$ cat config.mk
export PLATFORM = sky130hd
export DESIGN_NAME = serial_alu
export DESIGN_NICKNAME = d
export VERILOG_FILES = /design/src/rtl/serial_alu.sv
export SDC_FILE = /design/constraint.sdc
export NUM_CORES = 1
export LEC_CHECK = 0
export ABC_AREA = 1
export CAP_MARGIN = 20
export CORE_UTILIZATION = 38
export DETAILED_ROUTE_END_ITERATION = 8
export SETUP_SLACK_MARGIN = 0.05
export SLEW_MARGIN = 25
export SYNTH_ARGS = -nofsm -noshare
export SYNTH_HDL_FRONTEND = slang
export SYNTH_SLANG_ARGS = --single-unit
$ cat constraint.sdc
create_clock -name clk -period 3.95 [get_ports clk]
set_clock_uncertainty 0.1 [all_clocks]
set_input_delay 0.79 -clock clk [delete_from_list [all_inputs] [get_ports clk]]
set_output_delay 0.79 -clock clk [all_outputs]
set_load 0.02 [all_outputs]
$ cat src/rtl/serial_alu.sv
// rtl/serial_alu.sv - multi-cycle execute unit: single-cycle logic/arith/compare, serial shifts
module serial_alu #(
  parameter int DATA_WIDTH = 32,
  parameter int SHAMT_W    = $clog2(DATA_WIDTH)
) (
  input  logic                  clk,
  input  logic                  reset,
  input  logic                  start,
  input  logic [3:0]            Operation,
  input  logic [DATA_WIDTH-1:0] SrcA,
  input  logic [DATA_WIDTH-1:0] SrcB,
  output logic                  busy,
  output logic                  done,
  output logic [DATA_WIDTH-1:0] ALUResult,
  output logic                  Zero
);

  localparam logic [3:0] OP_AND  = 4'b0000;
  localparam logic [3:0] OP_XOR  = 4'b0001;
  localparam logic [3:0] OP_ADD  = 4'b0010;
  localparam logic [3:0] OP_OR   = 4'b0011;
  localparam logic [3:0] OP_SLL  = 4'b0100;
  localparam logic [3:0] OP_SRL  = 4'b0101;
  localparam logic [3:0] OP_SUB  = 4'b0110;
  localparam logic [3:0] OP_SRA  = 4'b0111;
  localparam logic [3:0] OP_EQ   = 4'b1000;
  localparam logic [3:0] OP_SLT  = 4'b1001;
  localparam logic [3:0] OP_SLTU = 4'b1010;

  typedef enum logic [1:0] {IDLE, SHIFT, DONE} state_t;

  state_t                state, state_nxt;
  logic [DATA_WIDTH-1:0] sreg, sreg_shifted, comb_result;
  logic [SHAMT_W-1:0]    cnt, shamt;
  logic [3:0]            op_q;
  logic                  accept, is_shift, go_shift;

  assign shamt    = SrcB[SHAMT_W-1:0];
  assign accept   = start && (state != SHIFT);
  assign is_shift = (Operation == OP_SLL) || (Operation == OP_SRL) || (Operation == OP_SRA);
  // A zero-amount shift is just a pass-through, so it takes the single-cycle path.
  assign go_shift = accept && is_shift && (shamt != '0);

  always_comb begin
    comb_result = '0;
    case (Operation)
      OP_AND:  comb_result = SrcA & SrcB;
      OP_XOR:  comb_result = SrcA ^ SrcB;
      OP_ADD:  comb_result = SrcA + SrcB;
      OP_OR:   comb_result = SrcA | SrcB;
      OP_SLL:  comb_result = SrcA << shamt;
      OP_SRL:  comb_result = SrcA >> shamt;
      OP_SUB:  comb_result = SrcA - SrcB;
      OP_SRA:  comb_result = $unsigned($signed(SrcA) >>> shamt);
      OP_EQ:   comb_result = {{(DATA_WIDTH-1){1'b0}}, SrcA == SrcB};
      OP_SLT:  comb_result = {{(DATA_WIDTH-1){1'b0}}, $signed(SrcA) < $signed(SrcB)};
      OP_SLTU: comb_result = {{(DATA_WIDTH-1){1'b0}}, SrcA < SrcB};
      default: comb_result = '0;
    endcase
  end

  always_comb begin
    sreg_shifted = sreg;
    case (op_q)
      OP_SLL:  sreg_shifted = {sreg[DATA_WIDTH-2:0], 1'b0};
      OP_SRL:  sreg_shifted = {1'b0, sreg[DATA_WIDTH-1:1]};
      OP_SRA:  sreg_shifted = {sreg[DATA_WIDTH-1], sreg[DATA_WIDTH-1:1]};
      default: sreg_shifted = sreg;
    endcase
  end

  always_comb begin
    state_nxt = state;
    busy      = 1'b0;
    done      = 1'b0;
    case (state)
      IDLE, DONE: begin
        done = (state == DONE);
        if (start) state_nxt = go_shift ? SHIFT : DONE;
        else       state_nxt = IDLE;
      end
      SHIFT: begin
        busy = 1'b1;
        if (cnt == SHAMT_W'(1)) state_nxt = DONE;
      end
      default: state_nxt = IDLE;
    endcase
  end

  always_ff @(posedge clk) begin
    if (reset) begin
      state     <= IDLE;
      ALUResult <= '0;
      Zero      <= 1'b1;
      cnt       <= '0;
      sreg      <= '0;
      op_q      <= '0;
    end else begin
      state <= state_nxt;
      if (go_shift) begin
        sreg <= SrcA;
        op_q <= Operation;
        cnt  <= shamt;
      end else if (accept) begin
        ALUResult <= comb_result;
        Zero      <= (comb_result == '0);
      end else if (state == SHIFT) begin
        sreg <= sreg_shifted;
        cnt  <= cnt - SHAMT_W'(1);
        if (cnt == SHAMT_W'(1)) begin
          ALUResult <= sreg_shifted;
          Zero      <= (sreg_shifted == '0);
        end
      end
    end
  end

endmodule

==> metrics.md, run 1 <==
| Metric | Value |
|---|---|
| Status | `completed` |
| RSZ-0062 raised after global routing | `true` |
| Global placer's final weighted congestion | `1.093` |
| Startpoint type of the worst setup path | `primary input` |
| Filler cell count | `4,048` |
| Layout area overhead | `33.21%` |
| Synth Area per Inst | `5.249 µm²` |
| Crit-path cells | `clkdlybuf4s50_1, inv_1, ha_1, buf_4, o21ai_0, a21oi_1, buf_4, nand2_1, a21oi_1, nand2_1, nor2_1, nor2_1, nand3_1, nor2_1, nand3_1, nor2_1, nand2_1, nand2_1, nand2_1, nand2_1` |
| # nets final | `approximately 3,300` |
| VDD IR-drop max | `0.0002055 V` |
| Critical path data arrival time | `4.12 ns` |
| Clock slew at reported path FFs | `0.06 ns` |
| Antenna viol nets, final | `0` |
| WHS | `~0.36 ns` |
| Largest net degree at the start of global routing | `73` |
| Clock latency on the worst-skew pair | `around 0.34 ns` |
| CTS max path bufs | `2` |
| Mapped Area | `14,370 µm²` |
| Most common cell after layout, fill and taps aside | `nand2_1` |
| Leak | `0.01013 µW` |
| Max-slew headroom | `0.4668` |
| H-tree depth | `3` |
| Post-place setup slack | `-0.3818 ns` |
| Final min period | `3.936 ns` |
| Synthesized Nets | `2,921` |
| Max Freq | `254.0 MHz` |
| Die ar. | `38,590 µm²` |
| Hold_buf cts | `0` |
| Hpwl dp | `between 60,000 and 70,000 µm` |
| Initial DRC count | `between 2,000 and 2,500` |
| Core Area | `36,870 µm²` |
| Antenna Cells | `0` |
| Commonest non-fill, non-tap cells in the layout | `nand2_1 (890), nand3_1 (438), buf_4 (430)` |
| Routed WL | `between 80,000 and 90,000 µm` |
| Pwr Total | `a little over 4000 µW` |
| # setup viols final | `0` |
| Routed len/inst | `22.27 µm` |
| Number of I/O port buffers | `105` |
| Ys Warns | `0` |
| Post-DR vias/cell | `5.613` |
| Pwr Density | `217.0 nW/µm²` |
| CTS tree | `built` |
| Initial Util | `0.3896` |
| Clock Sinks | `76` |
| Die Height | `slightly below 200 µm` |
| Worst Setup Path Type | `primary input to flip-flop` |
| Drt pass-1 iters | `7` |
| Total congestion overflow | `0` |
| Register area share after synthesis | `0.1059` |
| CTS Buf Count | `9` |
| Final WS setup | `0.01352 ns` |
| Crit-path max cell delay | `0.59 ns` |
| IO Pins | `106` |
| Critical path capture point type | `flip-flop` |
| Final period utilization | `0.9966` |
| Die X | `196.4 µm` |
| Final Hold Viols | `0` |
| # rows | `70` |
| GRT Overall Usage | `0.4182` |
| Synth Register Bits | `76` |
| Slew @ Worst Pin | `just under 0.8 ns` |
| First-pass GRT wire length | `119,800 µm` |
| Slew Viols, Final | `0` |
| Worst min path class | `flip-flop to flip-flop` |
| DR vias | `20,590` |
| WP data required | `4.13 ns` |
| CP most frequent cell | `nand2_1` |
| CP max-delay cell | `clkdlybuf4s50_1` |
| Max-Cap Viols | `0` |
| Layout cells sized above 1 | `0.1729` |
| Util after Layout | `0.5190` |
| # DRC | `0` |
| Gate Count Post-Synth | `2,737` |
| CTS root buf | `clkbuf_16` |
| Distinct cells, synth | `45` |
| Initial antenna violation count | `1` |
| Critical path peak fanout | `4` |
| Vias in the first global route | `19,440` |
## cell families (layout without fill, tap and decap cells)
group / after synthesis / count (layout) / synth area share
AOI/OAI and AO/OA: 364 / 364 / 0.1488
xor gates and xnor gates: 2 / 2 / 0.001220
and+or+nand+nor: 1704 / 1704 / 0.5062
buffers and inverters: 478 / 905 / 0.1384
DFF: 76 / 76 / 0.1059
adders and majority gates: 113 / 113 / 0.09946
## report_power, final
| part | total (µW) | internal (µW) | switching [µW] | leakage [µW] |
|---|---|---|---|---|
| Clock | 835 | 502 | 333 | 0.000138 |
| Sequential | 832 | 807 | 25.5 | 0.000619 |
| Combinational | 2490 | 933 | 1550 | 0.00938 |
## what timing repair did
item / 4_1_cts / 5_1_grt
pin swaps: 0 / 1
setup buffers: 0 / 1
resized for setup: 2 / 24
endpoints found under the setup margin: 2 / 10
## synth_stat cells, drive strengths merged
cell     count  area, µm²
o21bai       9      67.56
nand2      924       3558
a21boi       4      30.03
fa           2      40.04
dfxtp       76       1521
o221ai      31      271.5
and3         1      6.260
clkinv       2      7.510
o32ai        1      8.760
nor3b        1      7.510
nand4       36      225.2
o22ai       43      269.0
nand3      441       2217
xor2         2      17.52
o31ai        3      22.52
nor4         2      12.51
inv        343       1292
nand3b       7      52.55
or2          5      31.28
o211ai      20      150.1
a31oi        6      37.54
nor2       257      999.7
o21ai       64      320.3
a21o         1      7.510
ha         111       1389
and2         9      56.30
nor3        21      105.1
a21oi      172      860.8
buf         97      550.5
clkbuf      36      137.6
a221oi       2      23.77
o2111ai      7      61.31
o21a         1      7.510
## path summary, 6_finish.rpt
path / start / end / slack (ns) / depth (start not counted)
setup reg to reg: op_q[2] / Zero / 0.67 / 11
hold reg to reg: ALUResult[8] / ALUResult[8] / 0.36 / 2
setup / recovery: SrcA[21] / Zero / 0.01 / 20
hold / removal: ALUResult[8] / ALUResult[8] / 0.36 / 2
## flip-flops by register name (all words and copies together), names as in the netlist
name,count
cnt,5
op_q,4
sreg,32
ALUResult,32
Zero,1
state,2
## stage by stage
stage | std cells | setup TNS [ns] | area (µm²)
2_1_floorplan | 2737 | 0 | 14370
3_3_place_gp | 3652 | -1.739 | 18770
3_5_place_dp | 3652 | -1.650 | 18770
4_1_cts | 3667 | 0 | 19070
5_1_grt | 3668 | -0.05378 | 19140
6_report | 3668 | 0 | 19140
## critical path: cells and delay by family
kind / cells / cell delay [ns]
buffers and inverters: 4 / 1.12
and+or+nand+nor: 12 / 1.13
AOI/OAI and AO/OA: 3 / 0.70
adders and majority gates: 1 / 0.38
## area by class of cell
type	count	area, µm²	area share
Clock inverter	4	50.05	0.002615
Inverter	345	1300	0.06793
Multi-Input combinational cell	2183	10920	0.5708
Sequential cell	76	1521	0.07950
Clock buffer	11	242.7	0.01268
Timing Repair Buffer	545	4469	0.2335
Tap cell	504	630.6	0.03295
## metal layers
metal | wire length [µm] | up-vias | part of all wire | GRT usage
met1 | 34520 | 9452 | 0.42 | 0.5661
met3 | 8827 | 198 | 0.11 | 0.08419
met2 | 33440 | 1187 | 0.41 | 0.6253
li1 | - | 9752 | - | -
met5 | 0 | - | 0 | 0
met4 | 4885 | 0 | 0.060 | 0.2124
Note: power is estimated with default switching activity, not from simulation.
==> run 2, diff against run 1 <==
--- a/config.mk
+++ b/config.mk
@@ -9,8 +9,10 @@
 export CAP_MARGIN = 20
 export CORE_UTILIZATION = 38
 export DETAILED_ROUTE_END_ITERATION = 8
+export REMOVE_ABC_BUFFERS = 1
 export SETUP_SLACK_MARGIN = 0.05
 export SLEW_MARGIN = 25
 export SYNTH_ARGS = -nofsm -noshare
 export SYNTH_HDL_FRONTEND = slang
 export SYNTH_SLANG_ARGS = --single-unit
+export TNS_END_PERCENT = 30
==> run 2 against run 1 <==
  * Die area unchanged
  * Setup slack gained 0.17 ns
  * Total power increased by 0.74%
  * Combinational power is 2% higher
  * Worst hold slack lost 0.00069 ns
  * Via count is 1.6% higher
  * Cell area increased by 3.0%
  * Global-route usage barely moved
  * Count of clock-buffer cells in the layout stayed put
  * Critical path depth is the same
  * Non-clock buffer count is 63 higher
  * Critical endpoint unchanged
  * Highest routed layer is now met5
==> metrics.md, run 2 (synthesized netlist as in run 1, its figures left out) <==
| Metric | Value |
|---|---|
| Status | `completed` |
| Max Freq | `265.6 MHz (+4.5%)` |
| Die Height | `196.4 µm (unchanged)` |
| WHS | `0.3634 ns (-0.0006910 ns)` |
| Slew @ Worst Pin | `0.8576 ns (+0.06276 ns)` |
| RR Startpoint | `op_q[2]` |
| Layout area overhead | `37.26%` |
| Global placer's final weighted congestion | `1.091 (-0.16%)` |
| Final WS setup | `0.1847 ns (+0.1712 ns)` |
| Hpwl dp | `69,190 µm (+0.53%)` |
| CP max-delay cell | `ha_1` |
| Number of I/O port buffers | `105 (unchanged)` |
| # DRC | `0 (unchanged)` |
| Worst Setup Path Type | `primary input to flip-flop` |
| Crit-path max cell delay | `0.56 ns (-0.03 ns)` |
| Sum Neg Setup Slack | `0 ns (unchanged)` |
| Initial antenna violation count | `3 (+2)` |
| Max-Cap Viols | `0 (unchanged)` |
| Hold endpoint | `ALUResult[6]` |
| CP most frequent cell | `nand2_1` |
| Startpoint type of the worst setup path | `primary input` |
| Clock latency on the worst-skew pair | `0.34 ns (about the same)` |
| Pwr Total | `4184 µW (+0.74%)` |
| # rows | `70 (unchanged)` |
| Commonest non-fill, non-tap cells in the layout | `nand2_1 (889), buf_4 (488), nand3_1 (439)` |
| Cell Area, Placed | `19,310 µm² (+2.9%)` |
| Crit-path cells | `clkdlybuf4s50_1, inv_1, ha_1, nand2_1, buf_4, o21ai_0, a21oi_2, nor2_1, nor2_1, nand2_1, nand2_1, nand3_1, nand3_1, nor2_1, nand2_1, nor2_1, nand2_1, nand2_1, nand2_1, nand2_1` |
| RSZ-0062 raised after global routing | `false` |
| Pwr Density | `212.2 nW/µm² (-2.2%)` |
| Critical path capture point type | `flip-flop` |
| Final min period | `3.765 ns (-0.1712 ns)` |
| CTS max path bufs | `2 (unchanged)` |
| Post-place setup slack | `-0.2585 ns (+0.1233 ns)` |
| Largest regs | `ALUResult: 32 flops, sreg: 32 flops, cnt: 5 flops` |
| R2r endpoint | `Zero` |
| Post-DR vias/cell | `5.606 (-0.13%)` |
| CTS Buf Count | `9 (unchanged)` |
| Worst R2R Path Depth | `11 (unchanged)` |
| # nets final | `3,407 (+1.9%)` |
| Die ar. | `38,590 µm² (unchanged)` |
| Max-slew headroom | `0.4247 (-0.04210)` |
| Clock slew at reported path FFs | `0.07 ns (about the same)` |
| VDD IR-drop max | `0.0002582 V (+26%)` |
| Worst min path class | `flip-flop to flip-flop` |
| Critical path data arrival time | `3.95 ns (-0.17 ns)` |
| Leak | `0.01048 µW (+3.4%)` |
| Routed WL | `81,910 µm (+0.30%)` |
| CTS root buf | `clkbuf_16` |
| WP data required | `4.13 ns (about the same)` |
| H-tree depth | `3 (unchanged)` |
| Die X | `196.4 µm (unchanged)` |
| Antenna Cells | `0 (unchanged)` |
| Initial Util | `0.3896 (unchanged)` |
| Total congestion overflow | `0 (unchanged)` |
| Slew Viols, Final | `0 (unchanged)` |
| Antenna viol nets, final | `0 (unchanged)` |
| Hold path depth | `2 (unchanged)` |
| FF-to-FF setup slack | `0.81 ns (+0.14 ns)` |
| # setup viols final | `0 (unchanged)` |
| Clock Sinks | `76 (unchanged)` |
| Core Area | `36,870 µm² (unchanged)` |
| IO Pins | `106 (unchanged)` |
| Vias in the first global route | `19,470 (+0.15%)` |
| Fin area | `19,720 µm² (+3.0%)` |
| Routed len/inst | `21.95 µm (-1.4%)` |
| Drt pass-1 iters | `6 (-1)` |
| GRT Overall Usage | `0.4185 (about the same)` |
| Initial DRC count | `2,441 (+0.082%)` |
| Final Hold Viols | `0 (unchanged)` |
| Final period utilization | `0.9532 (-0.04333)` |
| Critical path peak fanout | `9 (+5)` |
| First-pass GRT wire length | `120,000 µm (+0.23%)` |
| Worst hold start | `ALUResult[6]` |
| Most common cell after layout, fill and taps aside | `nand2_1` |
| Layout cells sized above 1 | `0.1908 (+0.01795)` |
| CTS tree | `built` |
| DR vias | `20,920 (+1.6%)` |
| Largest net degree at the start of global routing | `65 (-11%)` |
==> run 2: cell types whose count changed in the layout (fill, tap and decap cells not counted), moves of 2 or more <==
cell,before,now
buf_12,10,15
nor2_4,0,3
a21oi_2,2,5
nor2_2,26,21
ha_1,105,102
nor2_1,231,233
buf_4,430,488
a21oi_1,170,167
inv_6,0,2
clkdlybuf4s50_1,100,98
clkinvlp_4,2,0
ha_2,6,8
dlymetal6s2s_1,2,4
==> run 2: metal layers <==
metal / up-vias / global-route usage / share of wire
met5: - / 0 / 0.000098
met4: 2 / 0.2257 / 0.066
met3: 219 / 0.06520 / 0.095
met2: 1152 / 0.6752 / 0.43
met1: 9663 / 0.5340 / 0.40
li1: 9886 / - / -
==> run 2: how the worst max path moves through the flow <==
stage,startpoint,end,slack [ns],cells past startpoint
5_1_grt,SrcA[0],Zero,0.06,22
4_1_cts,SrcB[16],Zero,0.08,20
6_report,SrcA[19],Zero,0.18,20
2_1_floorplan,state[0],ALUResult[10],-0.88,9
3_3_place_gp,Operation[2],Zero,-0.27,22
3_5_place_dp,SrcB[16],Zero,-0.26,20
==> run 2: final cells by class <==
type                       count  area, µm²
fill                        3938      17150
clock inverter                 5      42.54
timing repair buffer         608       5010
inverter                     345       1300
sequential                    76       1521
multi-input combinational   2183      10960
clock buffer                  11      252.7
tap                          504      630.6
==> run 2: timing repair <==
| item | CTS | global route |
|---|---|---|
| hold buffers | 0 | 0 |
| buffers inserted | 0 | 1 |
| endpoints found under the hold margin | 0 | 0 |
| resized for setup | 0 | 34 |
| setup endpoints to repair | 0 | 3 |
==> run 2: through the flow <==
| stage | cells | utilization |
|---|---|---|
| 6_report | 3732 | 0.5348 |
| 5_1_grt | 3732 | 0.5348 |
| 2_1_floorplan | 2604 | - |
| 3_5_place_dp | 3715 | 0.5238 |
| 4_1_cts | 3731 | 0.5318 |
| 3_3_place_gp | 3715 | 0.5238 |
==> run 2: power by group <==
| group | leakage [µW] | internal (µW) | switching (µW) |
|---|---|---|---|
| Sequential | 0.000619 | 807 | 24.6 |
| Combinational | 0.00971 | 984 | 1550 |
| Clock | 0.000148 | 469 | 349 |
| Total | 0.0105 | 2260 | 1920 |
==> run 2: worst max-delay path: cells and delay by family <==
family / cells / cell delay (ns)
compound gates: 2 / 0.43
fa+ha+maj: 1 / 0.56
buf+inv: 3 / 0.83
simple gates: 14 / 1.32
==> run 3, diff against run 2 <==
--- a/config.mk
+++ b/config.mk
@@ -10,7 +10,7 @@
 export CORE_UTILIZATION = 38
 export DETAILED_ROUTE_END_ITERATION = 8
 export REMOVE_ABC_BUFFERS = 1
-export SETUP_SLACK_MARGIN = 0.05
+export SETUP_SLACK_MARGIN = 0.3
 export SLEW_MARGIN = 25
 export SYNTH_ARGS = -nofsm -noshare
 export SYNTH_HDL_FRONTEND = slang
==> run 3 against run 2 <==
  * First-iteration DRC count is 10% lower
  * Sequential share of layout area is 0.25 points lower
  * Worst hold slack better by 0.00069 ns
  * Count of clock-buffer cells in the layout stayed put
  * Highest routed layer unchanged
  * Flip-flop and latch count stayed put
  * Critical path depth stayed put
  * Setup slack better by 0.14 ns
  * Total power is 2.8% higher
  * Clock power hardly changed
  * Register-to-register slack hardly changed
  * Die area stayed put
  * Cell area is 3.4% higher
==> metrics.md, run 3 (synthesized netlist as in run 1, its figures left out) <==
| Metric | Value |
|---|---|
| Fin cells | `3,739 (+0.19%)` |
| VDD IR-drop max | `0.0002584 V (about the same)` |
| Antenna Cells | `0 (unchanged)` |
| Critical path capture point type | `flip-flop` |
| Slew @ Worst Pin | `0.8655 ns (+0.007882 ns)` |
| IO Pins | `106 (unchanged)` |
| Hpwl dp | `69,190 µm (unchanged)` |
| Pwr Density | `211.0 nW/µm² (-0.56%)` |
| FF-to-FF setup slack | `0.80 ns (about the same)` |
| Hold_buf cts | `0 (unchanged)` |
| Status | `completed` |
| Max Freq | `275.9 MHz (+3.9%)` |
| CTS tree | `built` |
| Initial Util | `0.3896 (unchanged)` |
| Final period utilization | `0.9175 (-0.03574)` |
| Worst min path class | `flip-flop to flip-flop` |
| Max-Cap Viols | `0 (unchanged)` |
| Top delay family on crit path | `simple AND/OR/NAND/NOR gates` |
| DR vias | `21,010 (+0.40%)` |
| Leak | `0.01067 µW (+1.9%)` |
| RSZ-0062 raised after global routing | `true` |
| Max-slew headroom | `0.4194 (-0.005286)` |
| CTS max path bufs | `2 (unchanged)` |
| Worst hold start | `ALUResult[6]` |
| First-pass GRT wire length | `120,100 µm (about the same)` |
| Slew Viols, Final | `0 (unchanged)` |
| Commonest non-fill, non-tap cells in the layout | `nand2_1 (868), buf_4 (492), nand3_1 (422)` |
| Pwr Total | `4301 µW (+2.8%)` |
| Uppermost layer routed | `met5` |
| Metal1 wirelength | `33,370 µm (+0.90%)` |
| CP max-delay cell | `clkdlybuf4s50_1` |
| # rows | `70 (unchanged)` |
| Layout cells sized above 1 | `0.2266 (+0.03575)` |
| Global placer's final weighted congestion | `1.091 (unchanged)` |
| Detail Route met3 WL | `7641 µm (-1.8%)` |
| R2r endpoint | `Zero` |
| Layout area overhead | `41.88%` |
| Placed Cells | `3,715 (unchanged)` |
| Largest regs | `ALUResult: 32 flops, sreg: 32 flops, cnt: 5 flops` |
| GRT Overall Usage | `0.4188 (about the same)` |
| Total congestion overflow | `0 (unchanged)` |
| CTS Buf Count | `9 (unchanged)` |
| Routed WL | `82,750 µm (+1.0%)` |
| Critical path data arrival time | `3.76 ns (-0.19 ns)` |
| Antenna viol nets, final | `0 (unchanged)` |
| Worst R2R Path Depth | `11 (unchanged)` |
| CP most frequent cell | `nand2_1` |
| # DRC | `0 (unchanged)` |
| Final Hold Viols | `0 (unchanged)` |
| Die Height | `196.4 µm (unchanged)` |
| H-tree depth | `3 (unchanged)` |
| # nets final | `3,414 (+0.21%)` |
| Critical path buffer and inverter count | `4 (+1)` |
| Filler cell count | `3,888 (-1.3%)` |
| Final min period | `3.624 ns (-0.1412 ns)` |
| Worst Setup Path Type | `primary input to flip-flop` |
| Clock Sinks | `76 (unchanged)` |
| Critical path peak fanout | `22 (+13)` |
| Startpoint type of the worst setup path | `primary input` |
| Initial antenna violation count | `3 (unchanged)` |
| WP data required | `4.08 ns (-0.05 ns)` |
| Largest net degree at the start of global routing | `65 (unchanged)` |
| Number of I/O port buffers | `105 (unchanged)` |
| RR Startpoint | `op_q[2]` |
| Clock slew at reported path FFs | `0.07 ns (about the same)` |
| Hold path depth | `2 (unchanged)` |
| Routed len/inst | `22.13 µm (+0.83%)` |
| Sum Neg Setup Slack | `0 ns (unchanged)` |
| Crit-path cells | `clkdlybuf4s50_1, buf_6, buf_12, nand2_1, and2_1, nand2_1, nand2_1, o21ai_0, a21oi_1, nand3_1, nor2_1, buf_4, nand3_1, nor2_1, nand2_1, nor2_2, nand2_1, nand2_1, nand2_1, nand2_1` |
| Crit-path max cell delay | `0.47 ns (-0.09 ns)` |
| Core Area | `36,870 µm² (unchanged)` |
| # setup viols final | `0 (unchanged)` |
| Met2 routed WL | `36,230 µm (+1.7%)` |
| Drt pass-1 iters | `7 (+1)` |
| Initial DRC count | `2,196 (-10%)` |
| Vias in the first global route | `19,500 (+0.17%)` |
| Die ar. | `38,590 µm² (unchanged)` |
| Most common cell after layout, fill and taps aside | `nand2_1` |
| Post-DR vias/cell | `5.618 (+0.21%)` |
| Clock latency on the worst-skew pair | `0.34 ns (about the same)` |
| Die X | `196.4 µm (unchanged)` |
| CTS root buf | `clkbuf_16` |
| Hold endpoint | `ALUResult[6]` |
run 3: changes by cell type in the layout (fill, tap and decap cells not counted), sizes merged:
cell | before | now
dlymetal6s2s | 4 | 14
dlygate4sd2 | 0 | 3
clkdlybuf4s50 | 98 | 85
buf | 506 | 513
run 3: layer usage:
metal	up-vias	GRT usage
met5	-	0
met1	9716	0.5359
met4	2	0.2214
met3	234	0.06177
met2	1151	0.6785
li1	9902	-
run 3: worst max-delay path by stage:
stage	cells past startpoint	to	startpoint
global route	21	Zero	SrcB[0]
finish	20	Zero	SrcB[0]
global placement	22	Zero	Operation[2]
detailed placement	20	Zero	SrcB[16]
floorplan	9	ALUResult[10]	state[0]
CTS	22	Zero	SrcA[0]
run 3: timing repair:
| action | CTS | global route |
|---|---|---|
| setup buffers | 1 | 7 |
| pin swaps | 2 | 22 |
| setup endpoints to repair | 4 | 50 |
| resized for setup | 23 | 172 |
| cloned | 0 | 0 |
run 3: worst register-to-register path, delay by kind of cell, from the launching register on:
family / cells / cell delay, ns
flops: 1 / 0.30
buf+inv: 2 / 0.82
simple gates: 8 / 1.36
compound gates: 1 / 0.53
run 3: final cells by class:
cell class / instances / area [µm²] / share of cell area
clock buffer: 11 / 252.7 / 0.01240
timing repair buffer: 615 / 5095 / 0.2500
sequential: 76 / 1521 / 0.07464
clock inverter: 5 / 42.54 / 0.002087
tap: 504 / 630.6 / 0.03094
inverter: 345 / 1303 / 0.06390
multi-input combinational: 2183 / 11540 / 0.5661
run 3: where the power goes:
| part | leakage (µW) | switching (µW) | internal, µW |
|---|---|---|---|
| logic | 0.00990 | 1600 | 1050 |
| registers | 0.000619 | 24.7 | 806 |
| clock network | 0.000148 | 352 | 469 |
| total | 0.0107 | 1980 | 2320 |
run 3: metrics by stage:
| stage | util | hold WS, ns | area [µm²] | setup slack [ns] |
|---|---|---|---|---|
| after floorplan | - | 0.3391 | 13680 | -0.8801 |
| after global placement | 0.5238 | 0.3519 | 19310 | -0.2723 |
| after detailed placement | 0.5238 | 0.3554 | 19310 | -0.2585 |
| after CTS | 0.5334 | 0.3641 | 19670 | 0.3026 |
| after global routing | 0.5528 | 0.3825 | 20380 | 0.2802 |
| final | 0.5528 | 0.3641 | 20380 | 0.3259 |
